$ cat src/rtl/minmax_tree_pipe_pkg.sv
// Shared definitions for the min/max reduction tree.
// node_t depends on per-instance widths, so it is supplied as a macro that each module expands.
`ifndef MINMAX_NODE_T
`define MINMAX_NODE_T(IW, W) struct packed { logic is_void; logic [(IW)-1:0] idx; logic [(W)-1:0] val; }
`endif

package minmax_pkg;

    localparam logic MODE_MIN = 1'b0;
    localparam logic MODE_MAX = 1'b1;

    function automatic int node_width(input int idx_w, input int width);
        return 1 + idx_w + width;
    endfunction

endpackage

$ cat src/rtl/minmax_tree_pipe_if.sv
// Sample-in / result-out handshake bundle for minmax_tree_pipe.
interface minmax_tree_pipe_if #(
    parameter int N     = 8,
    parameter int WIDTH = 8
);
    localparam int IDX_W = $clog2(N);

    logic               in_valid;
    logic               in_ready;
    logic               in_mode;
    logic [N*WIDTH-1:0] in_data;
    logic               out_valid;
    logic               out_ready;
    logic [WIDTH-1:0]   out_data;
    logic [IDX_W-1:0]   out_index;
    logic               out_mode;

    modport master (
        output in_valid, in_mode, in_data, out_ready,
        input  in_ready, out_valid, out_data, out_index, out_mode
    );

    modport slave (
        input  in_valid, in_mode, in_data, out_ready,
        output in_ready, out_valid, out_data, out_index, out_mode
    );
endinterface

$ cat src/rtl/minmax_tree_pipe_node.sv
// One registered comparator of the reduction tree: keeps the winner of two child nodes.
module minmax_node
    import minmax_pkg::*;
#(
    parameter int WIDTH  = 8,
    parameter int IDX_W  = 3,
    parameter int SIGNED = 0
) (
    input  logic                                 clk,
    input  logic                                 rst_n,
    input  logic                                 en,
    input  logic                                 valid,
    input  logic                                 mode,
    input  logic [node_width(IDX_W, WIDTH)-1:0]  left,
    input  logic [node_width(IDX_W, WIDTH)-1:0]  right,
    output logic [node_width(IDX_W, WIDTH)-1:0]  win
);
    typedef `MINMAX_NODE_T(IDX_W, WIDTH) node_t;

    node_t l, r, win_q;
    logic  r_less, r_greater, take_right;

    assign l   = left;
    assign r   = right;
    assign win = win_q;

    // Ties keep the left child so the lowest channel index wins; void children always lose.
    always_comb begin
        r_less    = 1'b0;
        r_greater = 1'b0;
        if (SIGNED != 0) begin
            r_less    = $signed(r.val) < $signed(l.val);
            r_greater = $signed(r.val) > $signed(l.val);
        end else begin
            r_less    = r.val < l.val;
            r_greater = r.val > l.val;
        end
        take_right = (l.is_void && !r.is_void) ||
                     (!l.is_void && !r.is_void && ((mode == MODE_MAX) ? r_greater : r_less));
    end

    always_ff @(posedge clk or negedge rst_n) begin
        if (!rst_n) begin
            win_q <= '0;
        end else if (en && valid) begin
            win_q <= take_right ? r : l;
        end
    end
endmodule

$ cat src/rtl/minmax_tree_pipe.sv
// Pipelined N-input min/max tree with winner index, one register level per tree level.
// The whole pipeline stalls together when the result is not taken, so bubbles are never squeezed out.
module minmax_tree_pipe
    import minmax_pkg::*;
#(
    parameter int N      = 8,
    parameter int WIDTH  = 8,
    parameter int SIGNED = 0
) (
    input  logic              clk,
    input  logic              rst_n,
    minmax_tree_pipe_if.slave bus
);
    localparam int LEVELS = $clog2(N);
    localparam int IDX_W  = $clog2(N);
    localparam int LEAVES = 1 << LEVELS;
    localparam int NODE_W = node_width(IDX_W, WIDTH);

    logic [NODE_W-1:0] tree [0:LEVELS][0:LEAVES-1];
    logic              vld_q  [1:LEVELS];
    logic              mode_q [1:LEVELS];
    logic              en;

    assign en           = !(bus.out_valid && !bus.out_ready);
    assign bus.in_ready = en;

    // Valid and mode travel alongside the data through every level.
    always_ff @(posedge clk or negedge rst_n) begin
        if (!rst_n) begin
            for (int l = 1; l <= LEVELS; l++) begin
                vld_q[l]  <= 1'b0;
                mode_q[l] <= 1'b0;
            end
        end else if (en) begin
            vld_q[1]  <= bus.in_valid;
            mode_q[1] <= bus.in_mode;
            for (int l = 2; l <= LEVELS; l++) begin
                vld_q[l]  <= vld_q[l-1];
                mode_q[l] <= mode_q[l-1];
            end
        end
    end

    for (genvar k = 0; k < LEAVES; k++) begin : g_leaf
        if (k < N) begin : g_live
            assign tree[0][k] = {1'b0, IDX_W'(k), bus.in_data[k*WIDTH +: WIDTH]};
        end else begin : g_void
            assign tree[0][k] = {1'b1, IDX_W'(k), WIDTH'(0)};
        end
    end

    for (genvar lv = 1; lv <= LEVELS; lv++) begin : g_level
        localparam int COUNT = LEAVES >> lv;
        for (genvar i = 0; i < LEAVES; i++) begin : g_slot
            if (i < COUNT) begin : g_node
                logic node_valid, node_mode;
                if (lv == 1) begin : g_first
                    assign node_valid = bus.in_valid;
                    assign node_mode  = bus.in_mode;
                end else begin : g_inner
                    assign node_valid = vld_q[lv-1];
                    assign node_mode  = mode_q[lv-1];
                end
                minmax_node #(
                    .WIDTH (WIDTH),
                    .IDX_W (IDX_W),
                    .SIGNED(SIGNED)
                ) u_node (
                    .clk  (clk),
                    .rst_n(rst_n),
                    .en   (en),
                    .valid(node_valid),
                    .mode (node_mode),
                    .left (tree[lv-1][2*i]),
                    .right(tree[lv-1][2*i+1]),
                    .win  (tree[lv][i])
                );
            end else begin : g_unused
                assign tree[lv][i] = '0;
            end
        end
    end

    assign bus.out_valid = vld_q[LEVELS];
    assign bus.out_mode  = mode_q[LEVELS];
    assign bus.out_data  = tree[LEVELS][0][WIDTH-1:0];
    assign bus.out_index = tree[LEVELS][0][WIDTH +: IDX_W];
endmodule

$ cat src/flat_wrapper.sv
// flat-port wrapper written by rule: the top's interface ports become plain ports
module minmax_tree_pipe_flat import minmax_pkg::*;
#(
    parameter int N      = 8,
    parameter int WIDTH  = 8,
    parameter int SIGNED = 0
)
  (clk, rst_n, bus_in_valid, bus_in_mode, bus_in_data, bus_out_ready, bus_in_ready, bus_out_valid, bus_out_data, bus_out_index, bus_out_mode);
  minmax_tree_pipe_if #(.N(N), .WIDTH(WIDTH)) bus_i ();
  input  logic clk;
  input  logic rst_n;
  input wire logic [$bits(bus_i.in_valid)-1:0] bus_in_valid;
  input wire logic [$bits(bus_i.in_mode)-1:0] bus_in_mode;
  input wire logic [$bits(bus_i.in_data)-1:0] bus_in_data;
  input wire logic [$bits(bus_i.out_ready)-1:0] bus_out_ready;
  output wire logic [$bits(bus_i.in_ready)-1:0] bus_in_ready;
  output wire logic [$bits(bus_i.out_valid)-1:0] bus_out_valid;
  output wire logic [$bits(bus_i.out_data)-1:0] bus_out_data;
  output wire logic [$bits(bus_i.out_index)-1:0] bus_out_index;
  output wire logic [$bits(bus_i.out_mode)-1:0] bus_out_mode;
  assign bus_i.in_valid = bus_in_valid;
  assign bus_i.in_mode = bus_in_mode;
  assign bus_i.in_data = bus_in_data;
  assign bus_i.out_ready = bus_out_ready;
  assign bus_in_ready = bus_i.in_ready;
  assign bus_out_valid = bus_i.out_valid;
  assign bus_out_data = bus_i.out_data;
  assign bus_out_index = bus_i.out_index;
  assign bus_out_mode = bus_i.out_mode;
  minmax_tree_pipe #(.N(N), .WIDTH(WIDTH), .SIGNED(SIGNED)) u_core (.clk(clk), .rst_n(rst_n), .bus(bus_i));
endmodule
$ cat config.mk
export PLATFORM = sky130hd
export DESIGN_NAME = minmax_tree_pipe_flat
export DESIGN_NICKNAME = d
export VERILOG_FILES = /design/src/rtl/minmax_tree_pipe_pkg.sv /design/src/rtl/minmax_tree_pipe_if.sv /design/src/rtl/minmax_tree_pipe_node.sv /design/src/rtl/minmax_tree_pipe.sv /design/src/flat_wrapper.sv
export SDC_FILE = /design/constraint.sdc
export NUM_CORES = 1
export LEC_CHECK = 0
export ABC_AREA = 1
export CAP_MARGIN = 20
export CORE_MARGIN = 8
export CORE_UTILIZATION = 40
export DETAILED_ROUTE_END_ITERATION = 12
export GPL_ROUTABILITY_DRIVEN = 0
export SYNTH_ARGS = -nofsm -noshare
export SYNTH_HDL_FRONTEND = slang
export SYNTH_SLANG_ARGS = --single-unit
$ cat constraint.sdc
create_clock -name clk -period 3.14 [get_ports clk]
set_clock_uncertainty 0.05 [all_clocks]
set_input_delay 0.785 -clock clk [delete_from_list [all_inputs] [get_ports clk]]
set_output_delay 0.785 -clock clk [all_outputs]
set_load 0.01 [all_outputs]
# Word level (Yosys, flattened, before mapping)
# Index checks and enable logic that the tools add are counted.
[totals]
ff_bits = 89
input_bits = 69
output_inout_bits = 14
[op_classes]
magnitude_cmp = 14
n_mux = 14
n_reduce_logical = 24
[op_table]
columns = ["operator", "n"]
rows = [
  ["> comparator 8 bit", 7],
  ["< comparator 8 bit", 7],
  ["2-to-1 mux 9 bit", 4],
  ["2-to-1 mux 12 bit", 2],
  ["logical AND 1 bit", 13],
  ["2-to-1 mux 11 bit", 1],
  ["zero test 1 bit", 8],
  ["2-to-1 mux 1 bit", 7],
  ["logical OR 1 bit", 3],
]

# Depth between registers and ports, before layout
[depth]
ltp_word = 5
depth_mapped = 15
depth_no_buf = 14

# Hierarchy
# A second synthesis with hierarchy kept.
[unflattened]
hier_cells = 1014
area_unflattened_um2 = 7039.3
[by_module_without_submodules]
columns = ["mod", "instances", "cells_each", "area_each_um2"]
rows = [
  ["minmax_node", 7, 141, 970.9],
  ["minmax_tree_pipe", 1, 27, 242.7],
]

# Worst setup path before layout
# Ideal clock, no wire load.
[synth_timing]
path_kind = "in2reg"
startpoint = "input port bus_in_data[7]"
endpoint = "register u_core.g_level[1].g_slot[0].g_node.u_node.win_q (netlist bit u_core.g_level[1].g_slot[0].g_node.u_node.win[0])"
setup_ps = 117
t_arrival_ps = 1900
t_required_ps = 2973
slack_ps = 1073
path_stages = 9
cell_sequence = "inv_1 -> ha_1 -> a21o_1 -> nor2_2 -> nand3_2 -> nand2_4 -> nand2_1 -> nand3_1 -> nand2_1"
[synth_via]
elab_chain_len = 3
word_cells_on_any_way = 4
[synth_rtl]
columns = ["element", "line_no", "rtl"]
rows = [
  ["start, declared", "flat_wrapper.sv:14", "input wire logic [$bits(bus_i.in_data)-1:0] bus_in_data;"],
  ["< comparator 8 bit or > comparator 8 bit (tied branches)", "minmax_tree_pipe_node.sv:35, minmax_tree_pipe_node.sv:36", ""],
  ["2-to-1 mux 1 bit *", "minmax_tree_pipe_node.sv:39", "(!l.is_void && !r.is_void && ((mode == MODE_MAX) ? r_greater : r_less));"],
  ["2-to-1 mux 9 bit *", "minmax_tree_pipe_node.sv:46", "win_q <= take_right ? r : l;"],
  ["end signal, assigned", "minmax_tree_pipe_node.sv:46", ""],
  ["end, declared", "minmax_tree_pipe_node.sv:20", "node_t l, r, win_q;"],
]
# Every way passes the cells marked *; elsewhere a longest branch is shown, timed or not.
# A chain may end at the register's enable or synchronous reset.

# Worst setup path in the final report
[layout_timing]
startpoint = "input port bus_out_ready"
endpoint = "output port bus_in_ready"
[layout_via]
elab_chain_len = 3
[layout_rtl]
columns = ["element", "line_no", "rtl"]
rows = [
  ["start, declared", "flat_wrapper.sv:15", "input wire logic [$bits(bus_i.out_ready)-1:0] bus_out_ready;"],
  ["zero test 1 bit", "minmax_tree_pipe.sv:24", "assign en = !(bus.out_valid && !bus.out_ready);"],
  ["logical AND 1 bit", "minmax_tree_pipe.sv:24", ""],
  ["zero test 1 bit", "minmax_tree_pipe.sv:24", ""],
  ["end, declared", "flat_wrapper.sv:16", "output wire logic [$bits(bus_i.in_ready)-1:0] bus_in_ready;"],
]
# Every way passes these cells.

==> metrics.md <==
| Metric | Value |
|---|---|
| Congestion Overflow GR | 0 |
| Post-synth top area cell | dfrtp_1 |
| Final Setup Violations | 0 |
| Final Cycle Share | 0.929 |
| Critical path arrival | 2.08 ns |
| Synthesized Nets | 900 |
| Number of global-route vias before repair | 4,948 |
| IO Pins | 83 |
| Num CTS Buffers | 9 |
| RSZ-0062 raised after global routing | false |
| Leakage | 3.84 nW |
| Post-Syn Area per Cell | 7.00 µm² |
| DR WL/cell | 12.5 µm |
| Post-CTS sizing | 0 |
| Peak VDD IR | 0.335 mV |
| CP Data Required Time | 2.30 ns |
| Worst slew pin tran | 0.811 ns |
| Relative slew slack | 0.457 |
| Clock Sinks | 75 |
| DRT Wirelength | 13,000 µm |
| Minimum clock period | 2.92 ns |
| Via/cell ratio | 4.78 |
| Core Area | 13,200 µm² |
| Nets@finish | 984 |
| Status | complete, no violations |
| Power per Cell Area | 741 nW/µm² |
| Hold WS | 0.280 ns |
| Final ANT Viol Nets | 0 |
| Max-cap viol count | 0 |
| First-pass GRT wire length | 22,800 µm |
| CTS Buffer Depth | 2 |
| CTS tree | yes |
| Die W | 132 µm |
| Slew Limit Fails | 0 |
| Tot GR Track Use | 0.153 |
| Postcts setup bufs | 0 |
| Cells after Synth | 775 |
| N_diodes | 0 |
| Leading post-synthesis cells by cell area | dfrtp_1 35%, nand2_1 18%, ha_1 13% |
| Die H | 132 µm |
| Unique masters post-synth | 25 |
| Crit end category | primary output |
| Clk pin slew, worst setup/hold paths | 0.06 ns |
| Total of warnings raised by yosys | 0 |
| Setup TNS | 0 ns |
| DR vias | 4,967 |
| Final core occ | 0.509 |
| Initial antenna violation count | 0 |
| Initial cell density of the core | 0.410 |
| Startpoint types | input port |
| Largest net degree at the start of global routing | 47 |
| Reg2Reg Depth | 8 |
| Worst-path fanout max | 9 |
| Top-area cell type share of the netlist area | 0.346 |
| Sequential share of the synthesized area | 0.346 |
| Initial DRC Count | 242 |
| #FFs+latches synth | 75 |
| IO Port Bufs | 82 |
| H-tree Lvls | 3 |
| # DRC | 0 |
| Hold WC Path Type | in2async |
| DR pass1 iterations | 4 |
| Row count | 42 |
| Post-DP HPWL | 10,500 µm |
| Hold-fix buffers, CTS | 0 |
| Die ar. | 17,600 µm² |
| Share of cells above drive strength 1 | 0.0683 |
| Final hold violations | 0 |
| F_max | 343 MHz |
| Area grow syn2layout | 24.3% |
| Critical path type | in2out |
| Root Buffer | clkbuf_16 |
| Latest clock arrival within the worst-skew pair | 0.33 ns |
| Mapped Area | 5430 µm² |
==> report_power, final <==
part | switching (W) | leakage, nW | internal, W
clock | 0.000384 | 0.155 | 0.000677
combinational | 0.00143 | 2.77 | 0.000939
sequential | 0.000243 | 0.913 | 0.00133
total | 0.00206 | 3.84 | 0.00294
==> sequential cells by signal, indices dropped and copies added, names as in the netlist <==
register / flops
u_core.g_level.g_slot.g_node.node_mode: 2
u_core.g_level.g_slot.g_node.node_valid: 2
u_core.bus.out_valid: 1
u_core.g_level.g_slot.g_node.u_node.win: 69
u_core.bus.out_mode: 1
==> final cells by class <==
class / instances / area (µm²)
fillers: 1355 / 6500
well taps: 176 / 220
flip-flops and latches: 75 / 1880
clock inverters: 4 / 47.5
multi-input cells: 533 / 2890
repair buffers: 89 / 881
inverters: 151 / 567
clock buffers: 12 / 267
==> final timing paths <==
path,from,to,slack (ns)
max,bus_out_ready,bus_in_ready,0.22
min,rst_n,u_core.g_level[1].g_slot[3].g_node.u_node.win[8]$_DFFE_PN0P_,0.28
max reg2reg,u_core.g_level[2].g_slot[1].g_node.u_node.win[7]$_DFFE_PN0P_,u_core.g_level[3].g_slot[0].g_node.u_node.win[4]$_DFFE_PN0P_,0.85
min reg2reg,u_core.g_level[3].g_slot[0].g_node.u_node.win[8]$_DFFE_PN0P_,u_core.g_level[3].g_slot[0].g_node.u_node.win[8]$_DFFE_PN0P_,0.42
max in group asynchronous,rst_n,async pin,2.00
min in group clk,u_core.g_level[3].g_slot[0].g_node.u_node.win[8]$_DFFE_PN0P_,u_core.g_level[3].g_slot[0].g_node.u_node.win[8]$_DFFE_PN0P_,0.42
==> cell families (layout without fill, tap and decap cells) <==
family	count (synthesis)	in the layout	synth area share
AO/OA/AOI/OAI	37	37	0.0387
buffers and inverters	167	256	0.122
AND/OR/NAND/NOR	440	440	0.364
flip-flops	75	75	0.346
adder cells (fa/ha/maj)	56	56	0.129
==> metrics by stage <==
stage          total power, W  instance area [µm²]  std cells  worst slack [ns]
2_1_floorplan         0.00326                 5430        775              1.07
3_3_place_gp          0.00385                 6410       1023             0.220
3_5_place_dp          0.00395                 6410       1023             0.218
4_1_cts               0.00504                 6730       1039             0.212
5_1_grt               0.00548                 6750       1040             0.158
6_report              0.00500                 6750       1040             0.223
==> cells in the mapped netlist <==
cell type,number
nand3_4,1
nand2_4,9
o21ai_1,4
nor2_4,3
buf_4,5
nand4_1,2
a21o_1,7
inv_1,148
nand2_1,263
buf_6,1
dfrtp_1,75
o21ai_0,7
nor2_1,21
a21oi_2,2
nand3_2,5
inv_2,3
clkbuf_1,1
a21oi_1,17
buf_1,1
buf_2,8
nor2_2,5
nand3_1,124
or2_2,1
ha_1,56
nand2_2,6
==> cells in the final DEF (no fill, tap or decap) <==
cell type        synthesis  routed
nand3_1                124     124
a21oi_2                  2       2
o21ai_0                  7       7
nor2_4                   3       3
o21ai_1                  4       4
nand2_2                  6       6
clkdlybuf4s50_1          0      81
bufinv_16                0       1
inv_2                    3       3
a21o_1                   7       7
nand2_1                263     263
nand4_1                  2       2
nand3_4                  1       1
ha_1                    56      56
a21oi_1                 17      17
dfrtp_1                 75      75
nor2_2                   5       5
clkinvlp_4               0       1
clkinv_2                 0       2
clkbuf_8                 0       3
nand3_2                  5       5
buf_4                    5       6
clkbuf_16                0       9
nand2_4                  9       9
buf_12                   0       1
buf_2                    8       1
or2_2                    1       1
nor2_1                  21      21
inv_1                  148     148
==> critical path: stages <==
cell and delay [ns]:
clkdlybuf4s50_1 0.48, nor2_4 0.23, inv_2 0.08, clkdlybuf4s50_1 0.50
==> per-layer routing <==
| metal | GRT usage | up-vias | wire [µm] |
|---|---|---|---|
| met5 | 0 | - | 0 |
| li1 | - | 2578 | - |
| met2 | 0.245 | 86 | 5940 |
| met3 | 0.0288 | 7 | 518 |
| met1 | 0.204 | 2296 | 6400 |
| met4 | 0.0448 | 0 | 119 |
(Power assumes the default switching activity.)
